`config.mk`:
```
export PLATFORM = sky130hd
export DESIGN_NAME = control_fsm
export DESIGN_NICKNAME = d
export VERILOG_FILES = /design/src/rtl/control_fsm.sv
export SDC_FILE = /design/constraint.sdc
export NUM_CORES = 1
export LEC_CHECK = 0
export CELL_PAD_IN_SITES_DETAIL_PLACEMENT = 1
export CELL_PAD_IN_SITES_GLOBAL_PLACEMENT = 2
export CORE_UTILIZATION = 26
export DETAILED_ROUTE_END_ITERATION = 10
export PLACE_DENSITY = 0.92
export SYNTH_ARGS = -nofsm -noshare
export SYNTH_HDL_FRONTEND = slang
export SYNTH_SLANG_ARGS = --single-unit
```
`constraint.sdc`:
```
create_clock -name clk -period 3.65 [get_ports clk]
set_clock_uncertainty 0.1 [all_clocks]
set_input_delay 0.73 -clock clk [delete_from_list [all_inputs] [get_ports clk]]
set_output_delay 0.73 -clock clk [all_outputs]
set_load 0.03 [all_outputs]
```
`src/rtl/control_fsm.sv`:
```
// -----------------------------------------------------------------------------
// control_fsm
//
// Multicycle control unit for an RV32I core built around a shared-memory
// datapath (PC, IR, ALUOut, register file, one memory port). Each opcode walks
// its own state sequence. Memory accesses use a request/ready handshake and an
// optional wait-cycle timeout. Illegal instructions and bus timeouts stop the
// core in a sticky TRAP state. ALU function decoding is done outside this
// block; only the 2-bit alu_op class is produced here.
//
// Parameters
//   CNT_W    width of the retired-instruction counter
//   TIMEOUT  memory wait cycles allowed before a bus trap (0 = never trap)
//   TMO_W    width of the wait counter (TIMEOUT < 2**TMO_W)
//
// Ports
//   clk, rst_n            clock (rising edge), async active-low reset
//   instr                 IR contents (opcode [6:0], funct3 [14:12])
//   zero/negative/
//   carry/overflow        ALU flags; carry is the carry-out of A+~B+1
//   mem_ready             memory completes the current request this cycle
//   halt                  stall request, honoured in FETCH only
//   mem_req, mem_write    memory request / store strobe
//   adr_src               memory address: 0 = PC, 1 = ALUOut
//   ir_write, pc_write,
//   reg_write             register enables
//   result_src            00 = ALUOut, 01 = read data, 10 = ALU result
//   alu_src_a             00 = PC, 01 = oldPC, 10 = rd1
//   alu_src_b             00 = rd2, 01 = immext, 10 = constant 4
//   alu_op                00 = ADD, 01 = SUB, 10 = by funct, 11 = PASS B
//   retire, instret       retire pulse and retired-instruction count
//   trap, trap_cause      core stopped; 01 = illegal, 10 = bus timeout
//   state                 current state encoding (debug)
// -----------------------------------------------------------------------------
module control_fsm #(
  parameter int CNT_W   = 32,
  parameter int TIMEOUT = 0,
  parameter int TMO_W   = 8
) (
  input  logic             clk,
  input  logic             rst_n,
  input  logic [31:0]      instr,
  input  logic             zero,
  input  logic             negative,
  input  logic             carry,
  input  logic             overflow,
  input  logic             mem_ready,
  input  logic             halt,
  output logic             mem_req,
  output logic             mem_write,
  output logic             adr_src,
  output logic             ir_write,
  output logic             pc_write,
  output logic             reg_write,
  output logic [1:0]       result_src,
  output logic [1:0]       alu_src_a,
  output logic [1:0]       alu_src_b,
  output logic [1:0]       alu_op,
  output logic             retire,
  output logic [CNT_W-1:0] instret,
  output logic             trap,
  output logic [1:0]       trap_cause,
  output logic [3:0]       state
);

  typedef enum logic [3:0] {
    ST_FETCH     = 4'd0,
    ST_DECODE    = 4'd1,
    ST_MEM_ADR   = 4'd2,
    ST_MEM_READ  = 4'd3,
    ST_MEM_WB    = 4'd4,
    ST_MEM_WRITE = 4'd5,
    ST_EXEC_R    = 4'd6,
    ST_EXEC_I    = 4'd7,
    ST_ALU_WB    = 4'd8,
    ST_BRANCH    = 4'd9,
    ST_JAL       = 4'd10,
    ST_JALR      = 4'd11,
    ST_LINK      = 4'd12,
    ST_UPPER     = 4'd13,
    ST_TRAP      = 4'd14
  } state_e;

  localparam logic [6:0] OP_LOAD   = 7'b0000011;
  localparam logic [6:0] OP_STORE  = 7'b0100011;
  localparam logic [6:0] OP_R      = 7'b0110011;
  localparam logic [6:0] OP_I_ALU  = 7'b0010011;
  localparam logic [6:0] OP_BRANCH = 7'b1100011;
  localparam logic [6:0] OP_JAL    = 7'b1101111;
  localparam logic [6:0] OP_JALR   = 7'b1100111;
  localparam logic [6:0] OP_LUI    = 7'b0110111;
  localparam logic [6:0] OP_AUIPC  = 7'b0010111;

  localparam logic [1:0] RES_ALUOUT = 2'b00;
  localparam logic [1:0] RES_RDATA  = 2'b01;
  localparam logic [1:0] RES_ALU    = 2'b10;
  localparam logic [1:0] A_PC       = 2'b00;
  localparam logic [1:0] A_OLDPC    = 2'b01;
  localparam logic [1:0] A_RD1      = 2'b10;
  localparam logic [1:0] B_RD2      = 2'b00;
  localparam logic [1:0] B_IMM      = 2'b01;
  localparam logic [1:0] B_FOUR     = 2'b10;
  localparam logic [1:0] OP_ADD     = 2'b00;
  localparam logic [1:0] OP_SUB     = 2'b01;
  localparam logic [1:0] OP_FUNCT   = 2'b10;
  localparam logic [1:0] OP_PASS    = 2'b11;
  localparam logic [1:0] CAUSE_NONE = 2'b00;
  localparam logic [1:0] CAUSE_ILL  = 2'b01;
  localparam logic [1:0] CAUSE_BUS  = 2'b10;

  localparam logic             TMO_EN    = (TIMEOUT != 0);
  localparam logic [TMO_W-1:0] TMO_LIMIT = TMO_W'(TIMEOUT);

  state_e           state_q, state_d;
  logic [1:0]       trap_cause_q, trap_cause_d;
  logic [TMO_W-1:0] wait_cnt_q, wait_cnt_d;
  logic [CNT_W-1:0] instret_q, instret_d;

  logic [6:0] opcode;
  logic [2:0] funct3;
  logic       mem_busy;
  logic       mem_wait;
  logic       tmo_hit;
  logic       br_taken;
  state_e     dec_next;
  logic       unused_instr_bits;

  assign opcode = instr[6:0];
  assign funct3 = instr[14:12];
  assign unused_instr_bits = ^{instr[31:15], instr[11:7]};

  // A FETCH request is withdrawn while halt is high, so halted cycles never
  // count as memory wait cycles.
  assign mem_busy = (state_q == ST_FETCH) ? !halt
                  : ((state_q == ST_MEM_READ) || (state_q == ST_MEM_WRITE));
  assign mem_wait = mem_busy && !mem_ready;
  assign tmo_hit  = TMO_EN && mem_wait && (wait_cnt_q == TMO_LIMIT);

  // Flags come from rd1 - rd2: signed less-than is N^V, unsigned less-than is
  // the absence of a carry out of A+~B+1.
  always_comb begin
    br_taken = 1'b0;
    case (funct3)
      3'b000:  br_taken = zero;
      3'b001:  br_taken = !zero;
      3'b100:  br_taken = negative ^ overflow;
      3'b101:  br_taken = !(negative ^ overflow);
      3'b110:  br_taken = !carry;
      3'b111:  br_taken = carry;
      default: br_taken = 1'b0;
    endcase
  end

  always_comb begin
    dec_next = ST_TRAP;
    case (opcode)
      OP_LOAD, OP_STORE:  dec_next = ST_MEM_ADR;
      OP_R:               dec_next = ST_EXEC_R;
      OP_I_ALU:           dec_next = ST_EXEC_I;
      OP_BRANCH:          dec_next = (funct3[2:1] == 2'b01) ? ST_TRAP : ST_BRANCH;
      OP_JAL:             dec_next = ST_JAL;
      OP_JALR:            dec_next = (funct3 == 3'b000) ? ST_JALR : ST_TRAP;
      OP_LUI, OP_AUIPC:   dec_next = ST_UPPER;
      default:            dec_next = ST_TRAP;
    endcase
  end

  // NOTE: every signal driven here gets a default before the case statement;
  // a path that leaves one unassigned would infer a latch.
  always_comb begin
    state_d      = state_q;
    trap_cause_d = trap_cause_q;
    mem_req      = mem_busy;
    mem_write    = 1'b0;
    adr_src      = 1'b0;
    ir_write     = 1'b0;
    pc_write     = 1'b0;
    reg_write    = 1'b0;
    result_src   = RES_ALUOUT;
    alu_src_a    = A_PC;
    alu_src_b    = B_RD2;
    alu_op       = OP_ADD;
    retire       = 1'b0;
    trap         = 1'b0;

    case (state_q)
      ST_FETCH: begin
        alu_src_b  = B_FOUR;
        result_src = RES_ALU;
        if (mem_ready && !halt) begin
          ir_write = 1'b1;
          pc_write = 1'b1;
          state_d  = ST_DECODE;
        end else if (tmo_hit) begin
          state_d      = ST_TRAP;
          trap_cause_d = CAUSE_BUS;
        end
      end
      ST_DECODE: begin
        // Branch/JAL target is computed here and parked in ALUOut.
        alu_src_a = A_OLDPC;
        alu_src_b = B_IMM;
        state_d   = dec_next;
        if (dec_next == ST_TRAP) trap_cause_d = CAUSE_ILL;
      end
      ST_MEM_ADR: begin
        alu_src_a = A_RD1;
        alu_src_b = B_IMM;
        state_d   = (opcode == OP_LOAD) ? ST_MEM_READ : ST_MEM_WRITE;
      end
      ST_MEM_READ: begin
        adr_src = 1'b1;
        if (mem_ready) begin
          state_d = ST_MEM_WB;
        end else if (tmo_hit) begin
          state_d      = ST_TRAP;
          trap_cause_d = CAUSE_BUS;
        end
      end
      ST_MEM_WB: begin
        result_src = RES_RDATA;
        reg_write  = 1'b1;
        retire     = 1'b1;
        state_d    = ST_FETCH;
      end
      ST_MEM_WRITE: begin
        mem_write = 1'b1;
        adr_src   = 1'b1;
        if (mem_ready) begin
          retire  = 1'b1;
          state_d = ST_FETCH;
        end else if (tmo_hit) begin
          state_d      = ST_TRAP;
          trap_cause_d = CAUSE_BUS;
        end
      end
      ST_EXEC_R: begin
        alu_src_a = A_RD1;
        alu_src_b = B_RD2;
        alu_op    = OP_FUNCT;
        state_d   = ST_ALU_WB;
      end
      ST_EXEC_I: begin
        alu_src_a = A_RD1;
        alu_src_b = B_IMM;
        alu_op    = OP_FUNCT;
        state_d   = ST_ALU_WB;
      end
      ST_ALU_WB: begin
        reg_write = 1'b1;
        retire    = 1'b1;
        state_d   = ST_FETCH;
      end
      ST_BRANCH: begin
        alu_src_a = A_RD1;
        alu_src_b = B_RD2;
        alu_op    = OP_SUB;
        pc_write  = br_taken;
        retire    = 1'b1;
        state_d   = ST_FETCH;
      end
      ST_JAL: begin
        // PC takes the target from ALUOut while the ALU forms oldPC+4,
        // which ALU_WB then writes to rd.
        alu_src_a = A_OLDPC;
        alu_src_b = B_FOUR;
        pc_write  = 1'b1;
        state_d   = ST_ALU_WB;
      end
      ST_JALR: begin
        alu_src_a  = A_RD1;
        alu_src_b  = B_IMM;
        result_src = RES_ALU;
        pc_write   = 1'b1;
        state_d    = ST_LINK;
      end
      ST_LINK: begin
        alu_src_a  = A_OLDPC;
        alu_src_b  = B_FOUR;
        result_src = RES_ALU;
        reg_write  = 1'b1;
        retire     = 1'b1;
        state_d    = ST_FETCH;
      end
      ST_UPPER: begin
        alu_src_b  = B_IMM;
        result_src = RES_ALU;
        reg_write  = 1'b1;
        retire     = 1'b1;
        state_d    = ST_FETCH;
        if (opcode == OP_LUI) alu_op    = OP_PASS;
        else                  alu_src_a = A_OLDPC;
      end
      ST_TRAP: begin
        trap = 1'b1;
      end
      default: begin
        state_d = ST_FETCH;
      end
    endcase

    // The state register already sits in FETCH during reset; suppress the
    // enables that FETCH would otherwise raise.
    if (!rst_n) begin
      mem_write = 1'b0;
      ir_write  = 1'b0;
      pc_write  = 1'b0;
      reg_write = 1'b0;
      retire    = 1'b0;
    end
  end

  always_comb begin
    wait_cnt_d = wait_cnt_q;
    if ((state_d != state_q) &&
        ((state_d == ST_FETCH) || (state_d == ST_MEM_READ) || (state_d == ST_MEM_WRITE)))
      wait_cnt_d = '0;
    else if (mem_wait)
      wait_cnt_d = wait_cnt_q + TMO_W'(1);

    instret_d = instret_q;
    if (retire) instret_d = instret_q + CNT_W'(1);
  end

  // NOTE: sequential state uses non-blocking assignments so every flop samples
  // the values from before the edge, regardless of statement order.
  always_ff @(posedge clk or negedge rst_n) begin
    if (!rst_n) begin
      state_q      <= ST_FETCH;
      trap_cause_q <= CAUSE_NONE;
      wait_cnt_q   <= '0;
      instret_q    <= '0;
    end else begin
      state_q      <= state_d;
      trap_cause_q <= trap_cause_d;
      wait_cnt_q   <= wait_cnt_d;
      instret_q    <= instret_d;
    end
  end

  assign instret    = instret_q;
  assign trap_cause = trap_cause_q;
  assign state      = state_q;

endmodule
```
* Word-level counts from Yosys, hierarchy flattened
Index checks and enable logic that the tools add are counted.
** Cells by class
- Add/sub/neg operators :: 1
- Eq/ne operators :: 33
- Mux-type cells :: 30
- Bitwise logic cells :: 2
- Reductions and logical operators :: 23
** Operator list (count)
- adder 32 x 1 -> 32 bit (second input constant) :: 1
- equality test 4 bit (second input constant) :: 8
- one-hot mux 4 bit (8 select lines) :: 1
- one-hot mux 4 bit (7 select lines) :: 1
- equality test 7 x 6 -> 1 bit (second input constant) :: 3
- equality test 7 bit (second input constant) :: 3
- equality test 4 x 3 -> 1 bit (second input constant) :: 4
- OR reduction 5 bit :: 3
- equality test 7 x 5 -> 1 bit (second input constant) :: 2
- two-way mux 1 bit :: 14
- equality test 3 bit (second input constant) :: 4
- two-way mux 4 bit :: 3
- one-hot mux 2 bit (3 select lines) :: 2
- OR reduction 2 bit :: 5
- two-way mux 3 bit :: 3
- OR reduction 3 bit :: 3
- equality test 4 x 2 -> 1 bit (second input constant) :: 2
- one-hot mux 2 bit (2 select lines) :: 2
- OR reduction 4 bit :: 2
- equality test 7 x 2 -> 1 bit (second input constant) :: 1
- one-hot mux 1 bit (6 select lines) :: 1
- equality test 4 x 1 -> 1 bit (second input constant) :: 1
- logical NOT 1 bit :: 4
- logical NOT 4 bit :: 1
- 14 further kinds :: 15
** Word-level totals
- Flip-flop bits (word level) :: 37
- Input port bits :: 40
- Output and inout bits :: 54

* Depth between registers and ports, before layout
Gate-level depths: netlist (run 1).
- Word-level depth :: 5
- Mapped depth :: 7

* Worst setup path after synthesis (run 1)
No wires, ideal clock.
- Path kind :: register to output
- Start :: register state_q[2], in the netlist state[2]
- End :: output port result_src[0]
- Arrival :: 2.026 ns
- Data required time :: 2.820 ns
- Slack :: 0.794 ns
- Cell stages (with the launch flop) :: 4
- Cells stage by stage :: dfrtp_1 > clkbuf_1 > inv_1 > nor4_1
** On the way
- Longest elaborated chain between the ends :: 3
** Ends and longest elaborated chain
- start: declaration :: line 114 : state_e state_q, state_d;
- start signal: assignment :: line 334 : state_q <= state_d;
- equality test 4 bit / logical NOT 4 bit (equally long branches) :: line 186 : case (state_q)
- OR reduction 4 bit (no source line)
- one-hot mux 2 bit (2 select lines) (*) :: line 186
- end: declaration :: line 55 : output logic [1:0] result_src,
Mark *: on every way between the ends. The rest lies on a longest branch, timed or not.

* Final worst setup path (run 1)
- Start :: input port instr[12]
- End :: output port pc_write
** On the way
- Longest elaborated chain between the ends :: 4
** Ends and longest elaborated chain
- start: declaration :: line 42 : input logic [31:0] instr,
- equality test 3 bit (tied with other cells) :: line 143 : case (funct3)
- one-hot mux 1 bit (6 select lines) (*) :: line 143
- one-hot mux 1 bit (3 select lines) (*) :: line 186
- two-way mux 1 bit (*) :: line 304 : if (!rst_n) begin
- end: declaration :: line 53 : output logic pc_write,
Marks and branches as above.

==> results of run 1 <==
## area by class of cell
cell class | instances | area (sq um)
clock buffers | 7 | 86.3
flip-flops and latches | 37 | 926
well taps | 105 | 131
repair buffers | 78 | 756
inverters | 10 | 37.5
fillers | 1012 | 5120
clock inverters | 1 | 30.0
multi-input cells | 201 | 1290
## critical path, delay by kind of cell
kind | cells | cell delay (ns)
buf+inv | 2 | 1.29
xor+xnor | 1 | 0.15
simple gates | 1 | 0.06
compound gates | 3 | 0.42
## path summary, 6_finish.rpt
check	from	endpoint	slack [ns]	cells past startpoint
max	instr[12]	pc_write	0.16	7
max in group asynchronous	rst_n	instret[20]$_DFFE_PN0P_	2.57	2
max reg2reg	state[0]$_DFFE_PN0P_	instret[27]$_DFFE_PN0P_	1.29	7
min in group clk	instret[31]$_DFFE_PN0P_	instret[31]$_DFFE_PN0P_	0.38	1
min reg2reg	instret[31]$_DFFE_PN0P_	instret[31]$_DFFE_PN0P_	0.38	1
min	rst_n	state[2]$_DFFE_PN0P_	0.19	1
## per-layer routing
metal | part of all wire, % | vias to the layer above
met2 | 50 | 46
met4 | 1.2 | 0
met3 | 3.2 | 6
met5 | 0 | -
met1 | 45 | 1061
li1 | - | 1054
## flip-flops by register name (all words and copies together), names as in the netlist
signal / cells
instret: 32
state: 4
trap_cause: 1
## where the power goes
group          switching (mW)  leakage, nW  internal, mW
sequential             0.0914        0.483         0.453
combinational           0.447        0.864         0.323
clock                   0.145       0.0585         0.223
total                   0.684         1.41         0.999
## synth_stat cells, types with 3 or more instances
cell	n	area, sq um
nand3_1	18	90.1
nor4_1	5	31.3
nor3_1	10	50.1
o21ai_0	11	55.1
and3_1	10	62.6
xnor2_1	16	140
nor2_1	27	101
a21o_1	3	22.5
nand2_1	25	93.8
inv_1	10	37.5
dfrtp_1	37	926
xor2_1	20	175
and4_1	3	26.3
a21oi_1	11	55.1
clkbuf_1	6	22.5
nand4_1	8	50.1
## metrics by stage
stage                     area (sq um)  util [%]  std cells  hold slack, ns
after floorplan                   2310         -        258           0.334
after global placement            3140      37.5        431           0.358
after detailed placement          3140      37.5        431           0.379
after CTS                         3260      38.9        439           0.189
after global routing              3260      38.9        439           0.186
final                             3260      38.9        439           0.188
## kinds of logic (layout without fill, tap and decap cells)
group	Yosys count	in the layout	share of synthesized area, %
other	1	1	0.163
AND/OR/NAND/NOR	124	124	30.5
adder cells (fa/ha/maj)	2	2	0.977
buffers and inverters	20	96	3.91
flip-flops	37	37	40.2
multiplexers	2	2	0.922
XOR/XNOR	36	36	13.7
AO/OA/AOI/OAI	36	36	9.71
## cell usage in the layout (no fill, tap or decap), types with 11 or more instances in the layout
cell type and n:
xor2_1 20, dfrtp_1 37, clkdlybuf4s50_1 69, a21oi_1 11, nor2_1 27, xnor2_1 16, nand3_1 18, o21ai_0 11
nand2_1 25
==> Flow_metrics.wiki, run 1 <==
{| class="wikitable"
! Metric !! Value
|-
| Final wirelength || 6440 um
|-
| Vias per Instance || 4.94
|-
| CP cell instances || clkdlybuf4s50_1 -> xnor2_1 -> nand2_1 -> o21ai_0 -> a21oi_1 -> o21ai_0 -> clkdlybuf4s50_1
|-
| Largest buffer count on any clock path || 2
|-
| Synthesis warning total || 0
|-
| Cell with the largest stage delay on the worst path || clkdlybuf4s50_1
|-
| Routed wire per std cell || 14.7 um
|-
| Type of destination of the critical path || primary output
|-
| Class of the most critical setup path || in2out
|-
| Final antenna-violating net count || 0
|-
| Most crowded layer after global routing || met2
|-
| LEAKAGE || 1.41 nW
|-
| Global Route met1 Usage || 19.3%
|-
| DRC violations left || 0
|-
| Number of antenna violations at the first check in global routing || 0
|-
| Detailed-placement wirelength estimate || 4950 um
|-
| Overall overflow remaining after global route || 0
|-
| Peak per-stage delay on the critical path || 0.70 ns
|-
| Fraction of final layout cells with drive strength greater than 1 || 8.08%
|-
| H-tree levels || 2
|-
| Global routing met2 resource utilization || 25.8%
|-
| Synthesized instance count || 258
|-
| Status || complete, no violations
|-
| Number of buffers inserted for hold repair after clock tree synthesis || 0
|-
| Count of input and output buffers || 70
|-
| Number of enable flip-flop cells after synthesis || 0
|-
| Unrepaired setup endpoints after global routing || false
|-
| Sequential area share after synthesis || 40.2%
|-
| Worst endpoint required time || 2.82 ns
|-
| Post-route total power || 1.68 mW
|-
| Total routing usage reported by global routing || 14.9%
|-
| First DRT Iteration DRCs || 54
|-
| Die Width || 96.2 um
|-
| Number of instances resized during post-cts repair || 0
|-
| Final count of negative-setup-slack endpoints || 0
|-
| TNS Setup || 0 ns
|-
| Number of I/O pins || 94
|-
| Via count || 2167
|-
| Power per cell area || 517 mW/mm^2
|-
| Die boundary height || 96.2 um
|-
| Number of iterations in the first detailed-routing pass || 4
|-
| Global routing usage on met3 || 2.21%
|-
| Initial core utilization || 27.5%
|-
| Post-CTS repair timing setup buffer count || 0
|-
| Global placement routability congestion || 0.791
|-
| Fmax || 0.287 GHz
|-
| Worst setup SP type || input pin
|-
| Worst Path Max Fanout || 5
|-
| Standard-cell rows || 33
|-
| Die outline area || 0.00925 sq mm
|-
| Min-delay worst type || in2async
|-
| Maximum number of pins on one net before global-route repair || 33
|-
| TritonCTS clock tree || built
|-
| First-pass GRT wire length || 10900 um
|-
| Synthesized netlist net count || 299
|-
| Post-synth ARST share || 100%
|-
| Number of buffers created by CTS || 5
|-
| Final Net Count || 374
|-
| Max_slew headroom || 62.4%
|-
| Area growth syn-to-layout || 41.2%
|-
| Fin crit period || 3.49 ns
|-
| Core outline area || 0.00838 sq mm
|-
| Signal arrival time at the worst endpoint || 2.66 ns
|-
| Number of endpoints with negative hold slack in the final report || 0
|-
| Period utilization || 95.5%
|-
| Maximum resistive drop on vdd || 0.000285 V
|-
| Average cell area after synthesis || 8.94 sq um
|-
| Clock root buffer master || clkbuf_8
|-
| Worst path setup slack after routing || 0.165 ns
|-
| Clock sink count || 37
|-
| Area of the mapped netlist || 0.00231 sq mm
|-
| Via count of the first global-routing pass || 2221
|-
| Pre-CTS setup slack || 0.145 ns
|-
| N_diodes || 0
|-
| Worst slew pin tran || 0.564 ns
|-
| Number of library cell types mapped by synthesis || 48
|-
| Clock latency on the worst-skew pair || 0.29 ns
|-
| Register bit count reported by yosys || 37
|-
| Number of max-capacitance violations reported || 0
|-
| Ys flop type || dfrtp_1
|-
| Clock-pin slew on the worst setup and hold paths || 0.07 ns
|-
| Final number of max-transition violations || 0
|}
Note: power is estimated with default switching activity, not from simulation.
==> run 2: changes to the inputs <==
--- a/config.mk
+++ b/config.mk
@@ -9,7 +9,8 @@
 export CELL_PAD_IN_SITES_GLOBAL_PLACEMENT = 2
 export CORE_UTILIZATION = 26
 export DETAILED_ROUTE_END_ITERATION = 10
-export PLACE_DENSITY = 0.92
+export PLACE_DENSITY = 0.95
+export SETUP_SLACK_MARGIN = 0.1
 export SYNTH_ARGS = -nofsm -noshare
 export SYNTH_HDL_FRONTEND = slang
 export SYNTH_SLANG_ARGS = --single-unit
==> Flow_metrics.wiki, run 2 (synthesized netlist as in run 1, its figures left out) <==
{| class="wikitable"
! Metric !! Value
|-
| TritonCTS clock tree || built
|-
| Max_slew headroom || 61.7%
|-
| Number of buffers inserted for hold repair after clock tree synthesis || 0
|-
| Final Net Count || 374
|-
| Max FFs per register || 32
|-
| Most used cells in the layout excluding fill and tap cells || 68 x clkdlybuf4s50_1, 37 x dfrtp_1, 27 x nor2_1
|-
| Number of iterations in the first detailed-routing pass || 4
|-
| First-pass GRT wire length || 11200 um
|-
| Pre-CTS setup slack || 0.171 ns
|-
| Die Width || 96.2 um
|-
| Number of buffers created by CTS || 5
|-
| Largest buffer count on any clock path || 2
|-
| Die boundary height || 96.2 um
|-
| Final antenna-violating net count || 0
|-
| Clock sink count || 37
|-
| Overall overflow remaining after global route || 0
|-
| Count of input and output buffers || 70
|-
| Vias per Instance || 4.94
|-
| Startpoint of the lowest-slack register-to-register path || state[0]$_DFFE_PN0P_
|-
| H-tree levels || 2
|-
| Maximum number of pins on one net before global-route repair || 33
|-
| Total routing usage reported by global routing || 15.5%
|-
| Global placement routability congestion || 0.759
|-
| Routed wire per std cell || 15.4 um
|-
| LEAKAGE || 1.41 nW
|-
| N_diodes || 0
|-
| Type of destination of the critical path || primary output
|-
| Worst path setup slack after routing || 0.229 ns
|-
| Via count of the first global-routing pass || 2258
|-
| Power per cell area || 499 mW/mm^2
|-
| Period utilization || 93.7%
|-
| Worst endpoint required time || 2.82 ns
|-
| Worst r2r dst || instret[31]$_DFFE_PN0P_
|-
| Final wirelength || 6750 um
|-
| Unrepaired setup endpoints after global routing || true
|-
| Standard-cell rows || 33
|-
| Area growth syn-to-layout || 40.2%
|-
| Worst reg2reg setup slack || 1.23 ns
|-
| Number of cell instances on the worst register-to-register path || 7
|-
| DRC violations left || 0
|-
| Core outline area || 0.00838 sq mm
|-
| Fraction of final layout cells with drive strength greater than 1 || 8.38%
|-
| Initial core utilization || 27.5%
|-
| Via count || 2167
|-
| Fmax || 0.292 GHz
|-
| Most common library cell in the layout ignoring fill and taps || clkdlybuf4s50_1
|-
| TNS Setup || 0 ns
|-
| Worst slew pin tran || 0.574 ns
|-
| Maximum resistive drop on vdd || 0.000326 V
|-
| Signal arrival time at the worst endpoint || 2.59 ns
|-
| Detailed-placement wirelength estimate || 5270 um
|-
| Number of I/O pins || 94
|-
| Fill cells || 997
|-
| Clock-pin slew on the worst setup and hold paths || 0.07 ns
|-
| Class of the most critical setup path || in2out
|-
| Number of antenna violations at the first check in global routing || 0
|-
| Min-delay worst type || in2async
|-
| Clock root buffer master || clkbuf_8
|-
| Status || complete, no violations
|-
| Die outline area || 0.00925 sq mm
|-
| First DRT Iteration DRCs || 37
|-
| Final number of max-transition violations || 0
|-
| Fin crit period || 3.42 ns
|-
| Launching element of the worst setup path || instr[12]
|-
| Number of max-capacitance violations reported || 0
|-
| Worst Path Max Fanout || 5
|-
| Number of endpoints with negative hold slack in the final report || 0
|-
| Worst setup SP type || input pin
|-
| Final count of negative-setup-slack endpoints || 0
|-
| Clock latency on the worst-skew pair || 0.29 ns
|}
-- run 2: stage by stage --
stage               instance area (sq um)  utilization, %  power (mW)  std cells  hold slack (ns)
floorplan                            2310               -        1.01        258            0.334
global placement                     3140            37.5        1.32        431            0.356
detailed placement                   3140            37.5        1.35        431            0.374
CTS                                  3220            38.5        1.63        439            0.201
global route                         3230            38.6        1.70        439            0.222
finish                               3230            38.6        1.61        439            0.205
-- run 2: report_power, final --
part	switching, mW	internal (mW)	leakage, nW
Clock	0.145	0.132	0.0450
Combinational	0.471	0.324	0.882
Sequential	0.0863	0.453	0.483
-- run 2: critical path, stage by stage --
cell	delay (ns)
clkdlybuf4s50_1	0.61
xnor2_1	0.15
nand2_1	0.07
o21ai_0	0.07
a21oi_1	0.09
o21ai_0	0.17
clkdlybuf4s50_1	0.70
-- run 2: metal layers --
layer  wire length (um)  global-route usage, %
met5                  0                      0
met4                 56                   3.36
met3                226                   1.97
met2               3390                   27.8
met1               3080                   19.6
-- run 2: worst max path at each step --
stage / endpoint / slack, ns / cells after the start
after floorplan: result_src[0] / 0.79 / 3
after global placement: alu_src_a[0] / 0.21 / 7
after global routing: pc_write / 0.08 / 7
final: pc_write / 0.23 / 7
after CTS: pc_write / 0.16 / 6
after detailed placement: pc_write / 0.17 / 6
-- run 2: cell type report --
class                           instances  area (sq um)  share of cell area (%)
Multi-Input combinational cell        201          1300                    40.1
Sequential cell                        37           926                    28.6
Timing Repair Buffer                   78           758                    23.5
Tap cell                              105           131                    4.07
Clock buffer                            6          72.6                    2.25
Inverter                               10          37.5                    1.16
Clock inverter                          2          10.0                   0.310
-- run 2: what timing repair did --
item	in CTS	in global routing
buffers inserted	0	0
resized for setup	0	2
endpoints found under the setup margin	0	2
endpoints found under the hold margin	0	0
